--- config.mk ---
export PLATFORM = sky130hd
export DESIGN_NAME = prog_load_ctrl
export DESIGN_NICKNAME = d
export VERILOG_FILES = /design/src/rtl/prog_load_ctrl.sv
export SDC_FILE = /design/constraint.sdc
export NUM_CORES = 1
export LEC_CHECK = 0
export BUFFER_PORTS_ARGS = -buffer_cell sky130_fd_sc_hd__buf_2
export CORE_UTILIZATION = 55
export DETAILED_ROUTE_END_ITERATION = 8
export PLACE_DENSITY = 0.91
export SYNTH_ARGS = -nofsm -noshare
export SYNTH_HDL_FRONTEND = slang
export SYNTH_SLANG_ARGS = --single-unit
--- constraint.sdc ---
create_clock -name clk -period 3.2 [get_ports clk]
set_input_delay 0.32 -clock clk [delete_from_list [all_inputs] [get_ports clk]]
set_output_delay 0.32 -clock clk [all_outputs]
set_load 0.05 [all_outputs]
--- src/rtl/prog_load_ctrl.sv ---
// Purpose : serial program/data loader and run controller for the tiny core.
// Latency : write strobe one cycle after the selected chip-select first reads high.
// Backpressure: none; the host paces frames and must leave two idle cycles between them.
//
// Ports:
//   clk, rst           clock; synchronous active-high reset
//   i_csi_n, i_csd_n   instruction / data memory frame selects (active low)
//   i_mosi             serial bit, sampled every clk while the selected select is low
//   i_run_req          host level request to run the core
//   i_core_halted      core reports its PC is frozen
//   i_err_clr          clears o_frame_err
//   o_imem_we/o_dmem_we one-cycle memory write strobes
//   o_mem_addr/o_mem_data write address/data (valid only with a strobe)
//   o_core_rst/o_core_run core held in reset / core enabled
//   o_done             registered copy of i_core_halted while running
//   o_busy             frame in progress or commit pending
//   o_frame_err        sticky frame/protocol error
//   o_frame_cnt        committed frame count, wraps
module prog_load_ctrl #(
  parameter int DATA_W = 8,
  parameter int ADDR_W = 4
) (
  input  logic              clk,
  input  logic              rst,
  input  logic              i_csi_n,
  input  logic              i_csd_n,
  input  logic              i_mosi,
  input  logic              i_run_req,
  input  logic              i_core_halted,
  input  logic              i_err_clr,
  output logic              o_imem_we,
  output logic              o_dmem_we,
  output logic [ADDR_W-1:0] o_mem_addr,
  output logic [DATA_W-1:0] o_mem_data,
  output logic              o_core_rst,
  output logic              o_core_run,
  output logic              o_done,
  output logic              o_busy,
  output logic              o_frame_err,
  output logic [7:0]        o_frame_cnt
);

  localparam int FL = DATA_W + ADDR_W;
  localparam int CW = $clog2(FL + 2);
  localparam logic [CW-1:0] CNT_FULL = CW'(FL);
  localparam logic [CW-1:0] CNT_SAT  = CW'(FL + 1);

  typedef enum logic [1:0] {
    S_IDLE,
    S_SHIFT,
    S_COMMIT,
    S_RUN
  } state_t;

  state_t          r_state;
  state_t          w_state_nxt;
  logic [FL-1:0]   r_sr;
  logic [CW-1:0]   r_cnt;
  logic [CW-1:0]   w_cnt_nxt;
  logic            r_tgt_d;      // 1: frame targets data memory
  logic            w_tgt_nxt;
  logic            w_shift;
  logic            w_err_set;
  logic            r_frame_err;
  logic [7:0]      r_frame_cnt;
  logic            r_done;
  logic            w_sel_lo;
  logic            w_oth_lo;

  // Select seen from the point of view of the frame currently being shifted.
  assign w_sel_lo = r_tgt_d ? ~i_csd_n : ~i_csi_n;
  assign w_oth_lo = r_tgt_d ? ~i_csi_n : ~i_csd_n;

  always_ff @(posedge clk) begin
    if (rst) begin
      r_state     <= S_IDLE;
      r_sr        <= '0;
      r_cnt       <= '0;
      r_tgt_d     <= 1'b0;
      r_frame_err <= 1'b0;
      r_frame_cnt <= 8'd0;
      r_done      <= 1'b0;
    end else begin
      r_state <= w_state_nxt;
      r_cnt   <= w_cnt_nxt;
      r_tgt_d <= w_tgt_nxt;
      if (w_shift) begin
        r_sr <= {r_sr[FL-2:0], i_mosi};
      end
      // A new error in the same cycle wins over a clear request.
      r_frame_err <= w_err_set | (r_frame_err & ~i_err_clr);
      if (r_state == S_COMMIT) begin
        r_frame_cnt <= r_frame_cnt + 8'd1;
      end
      // Leaving RUN clears done on the way into IDLE.
      r_done <= (r_state == S_RUN && i_run_req) ? i_core_halted : 1'b0;
    end
  end

  always_comb begin
    w_state_nxt = r_state;
    w_cnt_nxt   = r_cnt;
    w_tgt_nxt   = r_tgt_d;
    w_shift     = 1'b0;
    w_err_set   = 1'b0;
    case (r_state)
      S_IDLE: begin
        if (!i_csi_n && !i_csd_n) begin
          w_err_set = 1'b1;
        end else if (!i_csi_n || !i_csd_n) begin
          w_tgt_nxt   = ~i_csd_n;
          w_shift     = 1'b1;
          w_cnt_nxt   = CW'(1);
          w_state_nxt = S_SHIFT;
        end else if (i_run_req) begin
          w_state_nxt = S_RUN;
        end
      end
      S_SHIFT: begin
        if (w_oth_lo) begin
          w_err_set   = 1'b1;
          w_state_nxt = S_IDLE;
        end else if (w_sel_lo) begin
          w_shift   = 1'b1;
          w_cnt_nxt = (r_cnt == CNT_SAT) ? r_cnt : r_cnt + CW'(1);
        end else if (r_cnt == CNT_FULL) begin
          w_state_nxt = S_COMMIT;
        end else begin
          w_err_set   = 1'b1;
          w_state_nxt = S_IDLE;
        end
      end
      S_COMMIT: begin
        // The host violated the inter-frame gap; the bit is dropped but the write stands.
        if (!i_csi_n || !i_csd_n) begin
          w_err_set = 1'b1;
        end
        w_state_nxt = S_IDLE;
      end
      S_RUN: begin
        if (!i_csi_n || !i_csd_n) begin
          w_err_set = 1'b1;
        end
        if (!i_run_req) begin
          w_state_nxt = S_IDLE;
        end
      end
      default: w_state_nxt = S_IDLE;
    endcase
  end

  assign o_imem_we   = (r_state == S_COMMIT) && !r_tgt_d;
  assign o_dmem_we   = (r_state == S_COMMIT) &&  r_tgt_d;
  assign o_mem_data  = r_sr[FL-1:ADDR_W];
  assign o_mem_addr  = r_sr[ADDR_W-1:0];
  assign o_core_rst  = (r_state != S_RUN);
  assign o_core_run  = (r_state == S_RUN);
  assign o_busy      = (r_state == S_SHIFT) || (r_state == S_COMMIT);
  assign o_done      = r_done;
  assign o_frame_err = r_frame_err;
  assign o_frame_cnt = r_frame_cnt;

endmodule
=== Word-level counts from Yosys, hierarchy flattened ===
Cells that the tools add are included.

* Bits in registers: 29
* Input bits: 8
* Output and inout port bits: 27
* Word-level logic and storage cells: 72

* Add/sub/neg operators: 2
* Equal/unequal tests: 14
* Muxes and demuxes: 26
* Bitwise gates (word level): 7
* Reduce and logical (&&, ||, !) cells: 16

{| class="wikitable"
|+ Operator list
! kind !! number
|-
| 4-bit two-way mux || 5
|-
| 2-bit two-way mux || 7
|-
| 2-bit inequality test (second input constant) || 7
|-
| 1-bit two-way mux || 10
|-
| 8-bit by 1-bit adder with 8-bit output (second input constant) || 1
|-
| 4-bit == test (second input constant) || 2
|-
| 2-bit one-hot mux with 4 select lines || 1
|-
| 4-bit one-hot mux with 2 select lines || 1
|-
| 3-bit inequality test (second input constant) || 2
|-
| 6-bit AND reduction || 1
|-
| 1-bit inverter || 5
|-
| 4-bit by 1-bit adder with 4-bit output (second input constant) || 1
|-
| 2-bit == test (second input constant) || 2
|-
| 1-bit logical AND || 4
|-
| 4-bit AND reduction || 1
|-
| 2-bit OR reduction || 2
|-
| 1-bit zero test || 3
|-
| 1-bit one-hot mux with 3 select lines || 1
|-
| 3-bit AND reduction || 1
|-
| 2-bit by 1-bit == test with 1-bit output (second input constant) || 1
|-
| 2-bit zero test || 1
|-
| 1-bit logical OR || 2
|-
| 1-bit one-hot mux with 2 select lines || 1
|-
| 2-bit nonzero test || 1
|-
| other kinds (2) || 2
|}

=== Longest topological paths before layout ===
Gate-level depths: netlist of run 1.

* Word-level depth: 6
* Mapped depth: 8
* Depth with buffers taken out: 6

=== Worst setup path after synthesis of run 1 ===
OpenSTA, ideal clock, no wires.

* Path type: reg2out
* Start: register r_state[0]
* End: output port o_imem_we
* Data arrival time: 1429 ps
* Data required time: 2880 ps
* Slack: 1451 ps
* Cell stages (with the launch flop): 5
* Buffers on the path: 1
* Path through: dfxtp_1 -> inv_1 -> ha_1 -> buf_2 -> nor2b_1

* Cells in the longest elaborated chain, start to end: 2

{| class="wikitable"
|+ Ends and longest elaborated chain
! what !! line !! source
|-
| start: declaration || 55 || <nowiki>state_t r_state;</nowiki>
|-
| start signal: assignment || 84 || <nowiki>r_state <= w_state_nxt;</nowiki>
|-
| 2-bit == test || 152 || <nowiki>assign o_imem_we = (r_state == S_COMMIT) && !r_tgt_d;</nowiki>
|-
| 1-bit logical AND || 152 ||
|-
| end: declaration || 31 || <nowiki>output logic o_imem_we,</nowiki>
|}

Every way passes these cells.

=== Final worst setup path of run 1 ===
Ends and elaborated chain as after synthesis.

==> flow_summary.ini, run 1 <==
[clocking]
cts_resized = 0
clockBufferDepth = 2
clk_latency_ns = 0.33
cts_setup_buffers = 0
cts_buffers = 5
htree_num_levels = 2
clk_pin_slew_ns = 0.09
cts.sinks = 29
postCtsHoldBufs = 0
tritoncts = built
ctsRootBufferMaster = clkbuf_4

[routing]
detail-route-antenna-nets = 0
wl_um = 3080
vias = 1271
drc_errors = 0
drt_iter0_drc = 21
firstDrtPassIters = 4
wire_per_inst_um = 13.8
viasPerCell = 5.70

[yosys]
synth_nets = 176
ys_async_sr_fraction_pct = 0
synth_most_common_cell = dfxtp_1
synth_top_area_share_pct = 39.5
synth-main-ff-cell = dfxtp_1
synth_edf_count = 0
avgSynthCellArea_um2 = 9.30
syn_inst = 158
yosysSeqAreaShare_pct = 39.5
synth-seq-cells = 29
ys_top_cells_by_count = dfxtp_1, nor2_1, mux2i_1, a21oi_1, ha_1
ys_top_cells_by_area = dfxtp_1, mux2i_1, ha_1
synth_cell_types = 39
yosysWarnings = 0
syn-cell-area_mm2 = 0.00147
synth_area_leader_cell = dfxtp_1

[layout]
final_nets = 210
drive_gt1_share_pct = 23.8
nFillCells = 209
stdcell_count = 223
antennaDiodeCount = 0
area_growth_pct = 17.7
utilization_pct = 69.2

[floorplanning]
die_h_um = 53.7
design.die.area_mm2 = 0.00288
coreArea_mm2 = 0.00250
num_rows = 18
die-width_um = 53.7
start_util_pct = 58.8
ios = 35

[timing]
worst_clock_skew_ns = 0.00728
fmaxAchievable_mhz = 528
hold_viol = 0
finalSetupViolations = 0
maxSlewHeadroom_pct = 65.1
period_share_pct = 59.1
rsz0062_at_grt = false
drv_slew = 0
worstMarginPinSlew_ns = 0.524
fin_crit_ns = 1.89
setup_tns_ns = 0

[grt]
grt_pass1_vias = 1112
grt_max_degree = 32
overflow = 0
grt_use_total_pct = 23.3
grt_pass1_wl_um = 4660
antenna_found_initial = 0

[job]
max_cap_violations = 0

[setup_path]
endpoint_kind = output pin
crit_path_start_kind = flop
worst_ep_required_time_ns = 2.88
crit_arrival_ns = 1.57
crit_type = reg2out
critPathMaxFanout = 9

[hold_path]
hp-class = in2reg

[placement]
dp.cells = 215
portBuffers = 34
place_congestion = 0.846
dpl.hpwl_um = 2330

[power]
peakVddDrop_mv = 0.455
p_total_mw = 1.03
p_per_area_mw_per_mm2 = 598
power.leakage_nw = 0.778

[run_status]
outcome = complete, no violations
[worst paths after layout]
check	depth (start not counted)	start	slack (ns)	endpoint
worst min register to register	2	o_frame_cnt[7]$_SDFFE_PP0N_	0.49	o_frame_cnt[7]$_SDFFE_PP0N_
worst min-delay path	3	i_mosi	0.25	r_sr[0]$_SDFFE_PP0P_
worst max register to register	7	r_state[1]$_SDFFE_PP0P_	1.33	r_sr[10]$_SDFFE_PP0P_
worst max-delay path	4	r_state[0]$_SDFFE_PP0P_	1.31	o_imem_we
[placed cells by master, fill, tap and decap left out, drive strengths merged, types with 2 or more instances in the layout]
| master | n |
|---|---|
| a21oi | 11 |
| a311oi | 3 |
| and2 | 2 |
| buf | 35 |
| clkbuf | 7 |
| dfxtp | 29 |
| ha | 10 |
| inv | 8 |
| mux2i | 14 |
| nand2 | 6 |
| nand2b | 5 |
| nand3 | 4 |
| nand4 | 3 |
| nor2 | 19 |
| o211ai | 2 |
| o21a | 2 |
| o21ai | 7 |
| or2 | 2 |
| or3 | 2 |
| xor2 | 4 |
[per-layer routing]
metal / routed length [um] / track usage (%) / vias up / part of all wire (%)
li1: - / - / 624 / -
met1: 1210 / 23.4 / 588 / 39
met2: 1600 / 41.6 / 47 / 52
met3: 163 / 8.47 / 12 / 5.3
met4: 102 / 12.3 / 0 / 3.3
met5: 0 / 0 / - / 0
[state kept, by name (all words and copies together) (netlist names)]
register     cells
o_frame_cnt      8
r_tgt_d          1
r_sr            12
o_done           1
r_state          2
r_cnt            4
o_frame_err      1
[final cells by class]
cell class / instances / area, um2 / area share, %
multi-input combinational: 113 / 818 / 47.3
sequential: 29 / 581 / 33.6
clock inverter: 1 / 30.0 / 1.74
timing repair buffer: 35 / 178 / 10.3
inverter: 8 / 30.0 / 1.74
clock buffer: 7 / 55.1 / 3.18
tap: 30 / 37.5 / 2.17
[worst max-delay path, stage by stage (launching register included)]
cell and delay, ns:
dfxtp_1 0.34, inv_1 0.10, ha_1 0.37, nor2b_1 0.17, buf_2 0.27
[per-stage QoR]
| stage | hold slack [ns] | worst slack, ns | area, um2 |
|---|---|---|---|
| after global routing | 0.250 | 1.20 | 1730 |
| after floorplan | 0.435 | 1.45 | 1470 |
| after global placement | 0.465 | 1.39 | 1640 |
| after detailed placement | 0.479 | 1.29 | 1640 |
| after CTS | 0.241 | 1.29 | 1730 |
| final | 0.247 | 1.31 | 1730 |
[power by group]
group          internal [mW]  switching, mW
logic                  0.109          0.202
clock network          0.186          0.125
registers              0.383         0.0276
total                  0.679          0.355
[cells by family (layout without fill, tap and decap cells)]
group           count (synthesis)  in the layout  share of synthesized area (%)
buf+inv                        16             51                           4.77
mux                            14             14                           9.54
fa+ha+maj                      10             10                           8.52
simple gates                   50             50                           18.7
flops                          29             29                           39.5
compound gates                 34             34                           16.0
xor+xnor                        5              5                           2.98
No activity file was read; power rests on OpenSTA's default activity.
==> run 2, diff against run 1 <==
--- a/config.mk
+++ b/config.mk
@@ -5,10 +5,11 @@
 export SDC_FILE = /design/constraint.sdc
 export NUM_CORES = 1
 export LEC_CHECK = 0
+export ABC_AREA = 1
 export BUFFER_PORTS_ARGS = -buffer_cell sky130_fd_sc_hd__buf_2
-export CORE_UTILIZATION = 55
+export CORE_UTILIZATION = 53
 export DETAILED_ROUTE_END_ITERATION = 8
-export PLACE_DENSITY = 0.91
+export PLACE_DENSITY = 0.88
 export SYNTH_ARGS = -nofsm -noshare
 export SYNTH_HDL_FRONTEND = slang
 export SYNTH_SLANG_ARGS = --single-unit
==> constraint.sdc (replaced) <==
create_clock -name clk -period 1.8 [get_ports clk]
set_input_delay 0.18 -clock clk [delete_from_list [all_inputs] [get_ports clk]]
set_output_delay 0.18 -clock clk [all_outputs]
set_load 0.05 [all_outputs]
==> run 2 against run 1 <==
Effect of this change: clock power grew 27%; die area grew 7.1%; synthesized cell count grew 33%; combinational power grew to 3.0 times the previous value; routed wire length shrank 5.7%; largest cell class unchanged.
==> flow_summary.ini, run 2 <==
[run_status]
outcome = complete, no violations

[yosys]
synth_nets = 228
ys_async_sr_fraction_pct = 0
yosysSeqAreaShare_pct = 38.2
synth_most_common_cell = nand2_1
synth_cell_types = 27
ys_top_cells_by_area = dfxtp_1, nand2_1, nor2_1
synth_edf_count = 0
ys_top_cells_by_count = nand2_1, nor2_1, dfxtp_1, inv_1
synth_area_leader_cell = dfxtp_1
synth-seq-cells = 29
synth-main-ff-cell = dfxtp_1
avgSynthCellArea_um2 = 7.24
yosysWarnings = 0
syn-cell-area_mm2 = 0.00152
synth_top_area_share_pct = 38.2
syn_inst = 210

[setup_path]
critPathMaxFanout = 8
critPathBufInv = 3
worst-path-stages = 5
cp-startpoint = r_state[0]$_SDFFE_PP0P_
r2r_cells = 8
crit_arrival_ns = 1.50
timing.rr.start = r_state[0]$_SDFFE_PP0P_
r2r-end = r_state[1]$_SDFFE_PP0P_
worst_ep_required_time_ns = 1.62
cpPeakStageDelay_ns = 0.35
crit_chain = inv_1 > ha_2 > inv_1 > nor2_1 > buf_2
cp_common_cell = inv_1
cp-endpoint = o_imem_we
critical_path.top_delay_family = buffers and inverters
endpoint_kind = output pin
r2r_slack_ns = 0.25
critPathSlowestCell = dfxtp_1
crit_path_start_kind = flop
crit_type = reg2out

[routing]
viasPerCell = 5.00
wire_per_inst_um = 10.5
drc_errors = 0
wl_um = 2900
detail-route-antenna-nets = 0
vias = 1385
firstDrtPassIters = 4
drt_iter0_drc = 36

[power]
p_sw_share_pct = 46.1
power_frac_seq_pct = 38.4
combPwrFrac_pct = 43.3
clkPwrFrac_pct = 18.2
p_switching_mw = 1.00
peakVddDrop_mv = 1.21
intPower_mw = 1.17
p_per_area_mw_per_mm2 = 1250
power.leakage_nw = 0.896

[placement]
dp_slack_ns = 0.264
dpl.hpwl_um = 2220
portBuffers = 34
place_congestion = 0.845
placed_area_mm2 = 0.00169

[floorplanning]
start_util_pct = 55.6
coreArea_mm2 = 0.00273
num_rows = 19
die_h_um = 55.6
die-width_um = 55.6
design.die.area_mm2 = 0.00309
ios = 35

[clocking]
postCtsHoldBufs = 0
cts_resized = 0
htree_num_levels = 2
clockBufferDepth = 2
cts.sinks = 29
tritoncts = built
cts_buffers = 5
clk_latency_ns = 0.32
ctsRootBufferMaster = clkbuf_4
clk_pin_slew_ns = 0.09
cts_setup_buffers = 0

[grt]
grt_use_total_pct = 21.0
antenna_found_initial = 0
grt_max_degree = 19
grt_pass1_wl_um = 5130
grt_pass1_vias = 1270
overflow = 0

[layout]
largest_reg_flops = 12
layout.area.seq_um2 = 581
regMostFlops = r_sr
mostFrequentLayoutCell = nand2_1
antennaDiodeCount = 0
area_growth_pct = 14.7
final_nets = 264
nFillCells = 252
final_cell_mix = nand2_1, nor2_1, buf_2
drive_gt1_share_pct = 24.4
final_area_mm2 = 0.00174
multi_input_area_um2 = 783

[timing]
fin_ws_ns = 0.123
worstMarginPinSlew_ns = 0.318
fin_crit_ns = 1.68
period_share_pct = 93.2
fmaxAchievable_mhz = 596
drv_slew = 0
worst_hold_slack_ns = 0.0728
maxSlewHeadroom_pct = 78.8
setup_tns_ns = 0
rsz0062_at_grt = false
hold_viol = 0
finalSetupViolations = 0
worst_clock_skew_ns = 0.00594

[hold_path]
hp-class = in2reg

[job]
max_cap_violations = 0
run 2: cell count changes in the layout (fill, tap and decap cells not counted), moves of 4 or more:
cell	previous run	this run
nand2_1	6	41
xor2_1	4	0
nand2b_1	5	0
nor2_1	19	37
inv_1	8	25
o21ai_0	7	12
o21ai_1	0	6
mux2i_1	14	0
nand3_1	4	8
nor2_2	0	5
run 2: area by class of cell:
class	instances	share of cell area, %
clock buffer	7	3.16
tap	31	2.23
inverter	28	6.17
timing repair buffer	35	10.2
sequential	29	33.3
multi-input combinational	147	44.9
run 2: power by group through the flow:
stage	sequential, mW	clock (mW)	combinational, mW
6_report	0.838	0.397	0.944
5_1_grt	0.853	0.439	1.02
4_1_cts	0.837	0.412	0.947
3_5_place_dp	0.850	0	0.944
3_3_place_gp	0.850	0	0.921
2_1_floorplan	1.11	0	0.538
run 2: worst min-delay path by stage:
stage | from | to | depth (start not counted)
detailed placement | i_core_halted | o_done$_SDFF_PP0_ | 3
CTS | i_core_halted | o_done$_SDFF_PP0_ | 3
global placement | i_core_halted | o_done$_SDFF_PP0_ | 3
global route | i_core_halted | o_done$_SDFF_PP0_ | 3
floorplan | i_core_halted | o_done$_SDFF_PP0_ | 2
finish | i_core_halted | o_done$_SDFF_PP0_ | 3
run 2: metal layers:
| metal | GRT usage (%) | routed length [um] |
|---|---|---|
| met5 | 0 | 0 |
| met3 | 4.92 | 168 |
| met1 | 25.1 | 1350 |
| met4 | 8.93 | 39 |
| met2 | 35.8 | 1340 |
run 2: stage by stage:
step                util, %  std cells  total power, mW
floorplan                 -        210             1.65
global placement       61.6        270             1.77
detailed placement     61.6        270             1.79
CTS                    63.7        277             2.20
global route           63.8        277             2.31
finish                 63.8        277             2.18
run 2: worst min-delay path: cells and delay by family:
| kind | cells | cell delay (ns) |
|---|---|---|
| buf+inv | 1 | 0.08 |
| simple gates | 2 | 0.10 |
run 2: cells by family after synthesis:
| kind of cell | Yosys count | share of synthesized area [%] |
|---|---|---|
| XOR/XNOR | 1 | 0.576 |
| AND/OR/NAND/NOR | 102 | 30.5 |
| flip-flops | 29 | 38.2 |
| AO/OA/AOI/OAI | 34 | 12.1 |
| adder cells (fa/ha/maj) | 10 | 8.23 |
| buffers and inverters | 34 | 10.5 |
==> run 3, diff against run 2 <==
--- a/config.mk
+++ b/config.mk
@@ -7,9 +7,11 @@
 export LEC_CHECK = 0
 export ABC_AREA = 1
 export BUFFER_PORTS_ARGS = -buffer_cell sky130_fd_sc_hd__buf_2
-export CORE_UTILIZATION = 53
+export CORE_UTILIZATION = 55
+export CTS_BUF_LIST = sky130_fd_sc_hd__clkbuf_4 sky130_fd_sc_hd__clkbuf_8
 export DETAILED_ROUTE_END_ITERATION = 8
-export PLACE_DENSITY = 0.88
+export HOLD_SLACK_MARGIN = 0.02
+export PLACE_DENSITY = 0.9
 export SYNTH_ARGS = -nofsm -noshare
 export SYNTH_HDL_FRONTEND = slang
 export SYNTH_SLANG_ARGS = --single-unit
==> constraint.sdc (replaced) <==
create_clock -name clk -period 1.86 [get_ports clk]
set_input_delay 0.186 -clock clk [delete_from_list [all_inputs] [get_ports clk]]
set_output_delay 0.186 -clock clk [all_outputs]
set_load 0.05 [all_outputs]
==> run 3 against run 2 <==
Effect of this change: clock-buffer cell count unchanged; clock power increased by 41%; critical path type unchanged; power increased by 5.0%.
==> flow_summary.ini, run 3 (same netlist as run 2, synthesis figures left out) <==
[run_status]
outcome = complete, no violations

[routing]
wire_per_inst_um = 11.2
drc_errors = 0
wl_um = 3080
firstDrtPassIters = 4
vias = 1414
detail-route-antenna-nets = 0
drt_iter0_drc = 33
viasPerCell = 5.12

[layout]
final_cell_mix = nand2_1, nor2_1, buf_2
largest_reg_flops = 12
multi_input_area_um2 = 783
antennaDiodeCount = 0
layout.area.seq_um2 = 581
mostFrequentLayoutCell = nand2_1
final_nets = 263
nFillCells = 218
drive_gt1_share_pct = 24.8
area_growth_pct = 16.3
regMostFlops = r_sr
utilization_pct = 69.5

[setup_path]
critPathSlowestCell = dfxtp_1
timing.rr.start = r_state[0]$_SDFFE_PP0P_
r2r_slack_ns = 0.26
cp_common_cell = inv_1
crit_arrival_ns = 1.50
r2r-end = r_state[1]$_SDFFE_PP0P_
cp-startpoint = r_state[0]$_SDFFE_PP0P_
worst_ep_required_time_ns = 1.67
r2r_cells = 8
crit_chain = inv_1 > ha_2 > inv_1 > nor2_1 > buf_2
crit_type = reg2out
crit_path_start_kind = flop
cpPeakStageDelay_ns = 0.35
critPathMaxFanout = 8
endpoint_kind = output pin

[timing]
fin_ws_ns = 0.174
worstMarginPinSlew_ns = 0.624
setup_tns_ns = 0
period_share_pct = 90.7
rsz0062_at_grt = false
fin_crit_ns = 1.69
worst_hold_slack_ns = 0.0680
fmaxAchievable_mhz = 593
worst_clock_skew_ns = 0.00687
drv_slew = 0
maxSlewHeadroom_pct = 58.3
hold_viol = 0
finalSetupViolations = 0

[hold_path]
min_delay_worst_endpoint = o_done$_SDFF_PP0_
holdPathStages = 3
hp-class = in2reg
hp-start = i_core_halted

[power]
p_per_area_mw_per_mm2 = 1290
peakVddDrop_mv = 0.866
power.leakage_nw = 0.909

[clocking]
tritoncts = built
cts_setup_buffers = 0
clockBufferDepth = 2
cts.sinks = 29
htree_num_levels = 2
clk_pin_slew_ns = 0.09
cts_buffers = 5
clk_latency_ns = 0.33
ctsRootBufferMaster = clkbuf_4

[floorplanning]
die-width_um = 54.6
design.die.area_mm2 = 0.00298
num_rows = 18
die_h_um = 54.6
start_util_pct = 59.7
ios = 35
coreArea_mm2 = 0.00254

[grt]
grt_pass1_vias = 1166
grt_max_degree = 23
grt_use_total_pct = 23.1
overflow = 0
grt_pass1_wl_um = 4840
antenna_found_initial = 0

[placement]
portBuffers = 34
dp_slack_ns = 0.353
dpl.hpwl_um = 2190
place_congestion = 0.823

[job]
max_cap_violations = 0
-- run 3: cell type report --
class	instances	share of cell area, %
Multi-Input combinational cell	147	44.3
Sequential cell	29	32.8
Timing Repair Buffer	34	9.62
Inverter	28	6.09
Clock buffer	7	3.33
Tap cell	30	2.12
Clock inverter	1	1.70
-- run 3: repair_timing --
action | in CTS | in global routing
endpoints found under the setup margin | 0 | 1
gates resized for setup | 0 | 1
hold buffers | 0 | 0
-- run 3: power breakdown --
group	leakage, nW	internal (mW)	switching [mW]
combinational	0.622	0.230	0.686
sequential	0.238	0.725	0.0853
clock	0.0489	0.335	0.226
total	0.909	1.29	0.997
-- run 3: through the flow --
step	total power [mW]	cells	instance area, um2
after floorplan	1.59	210	1520
after global placement	1.71	268	1680
after detailed placement	1.73	268	1680
after CTS	2.29	276	1770
after global routing	2.43	276	1770
final	2.29	276	1770
-- run 3: worst max-delay path: cells and delay by family (launching register included) --
family / cells / cell delay, ns
buffers and inverters: 3 / 0.46
adder cells (fa/ha/maj): 1 / 0.27
AND/OR/NAND/NOR: 1 / 0.09
flip-flops: 1 / 0.35
-- run 3: metal layers --
layer / vias to the layer above / share of wire, % / global-route usage (%)
met1: 644 / 46 / 26.2
met4: 0 / 0.94 / 10.3
li1: 723 / - / -
met3: 3 / 5.0 / 8.06
met2: 44 / 48 / 38.6
met5: - / 0 / 0
-- run 3: how the worst max path moves through the flow --
| stage | cells after the start | endpoint | slack [ns] |
|---|---|---|---|
| after floorplan | 5 | o_imem_we | 0.27 |
| after global placement | 8 | r_state[1]$_SDFFE_PP0P_ | 0.35 |
| after detailed placement | 8 | r_state[1]$_SDFFE_PP0P_ | 0.35 |
| after CTS | 5 | o_imem_we | 0.08 |
| after global routing | 5 | o_imem_we | 0.04 |
| final | 5 | o_imem_we | 0.17 |
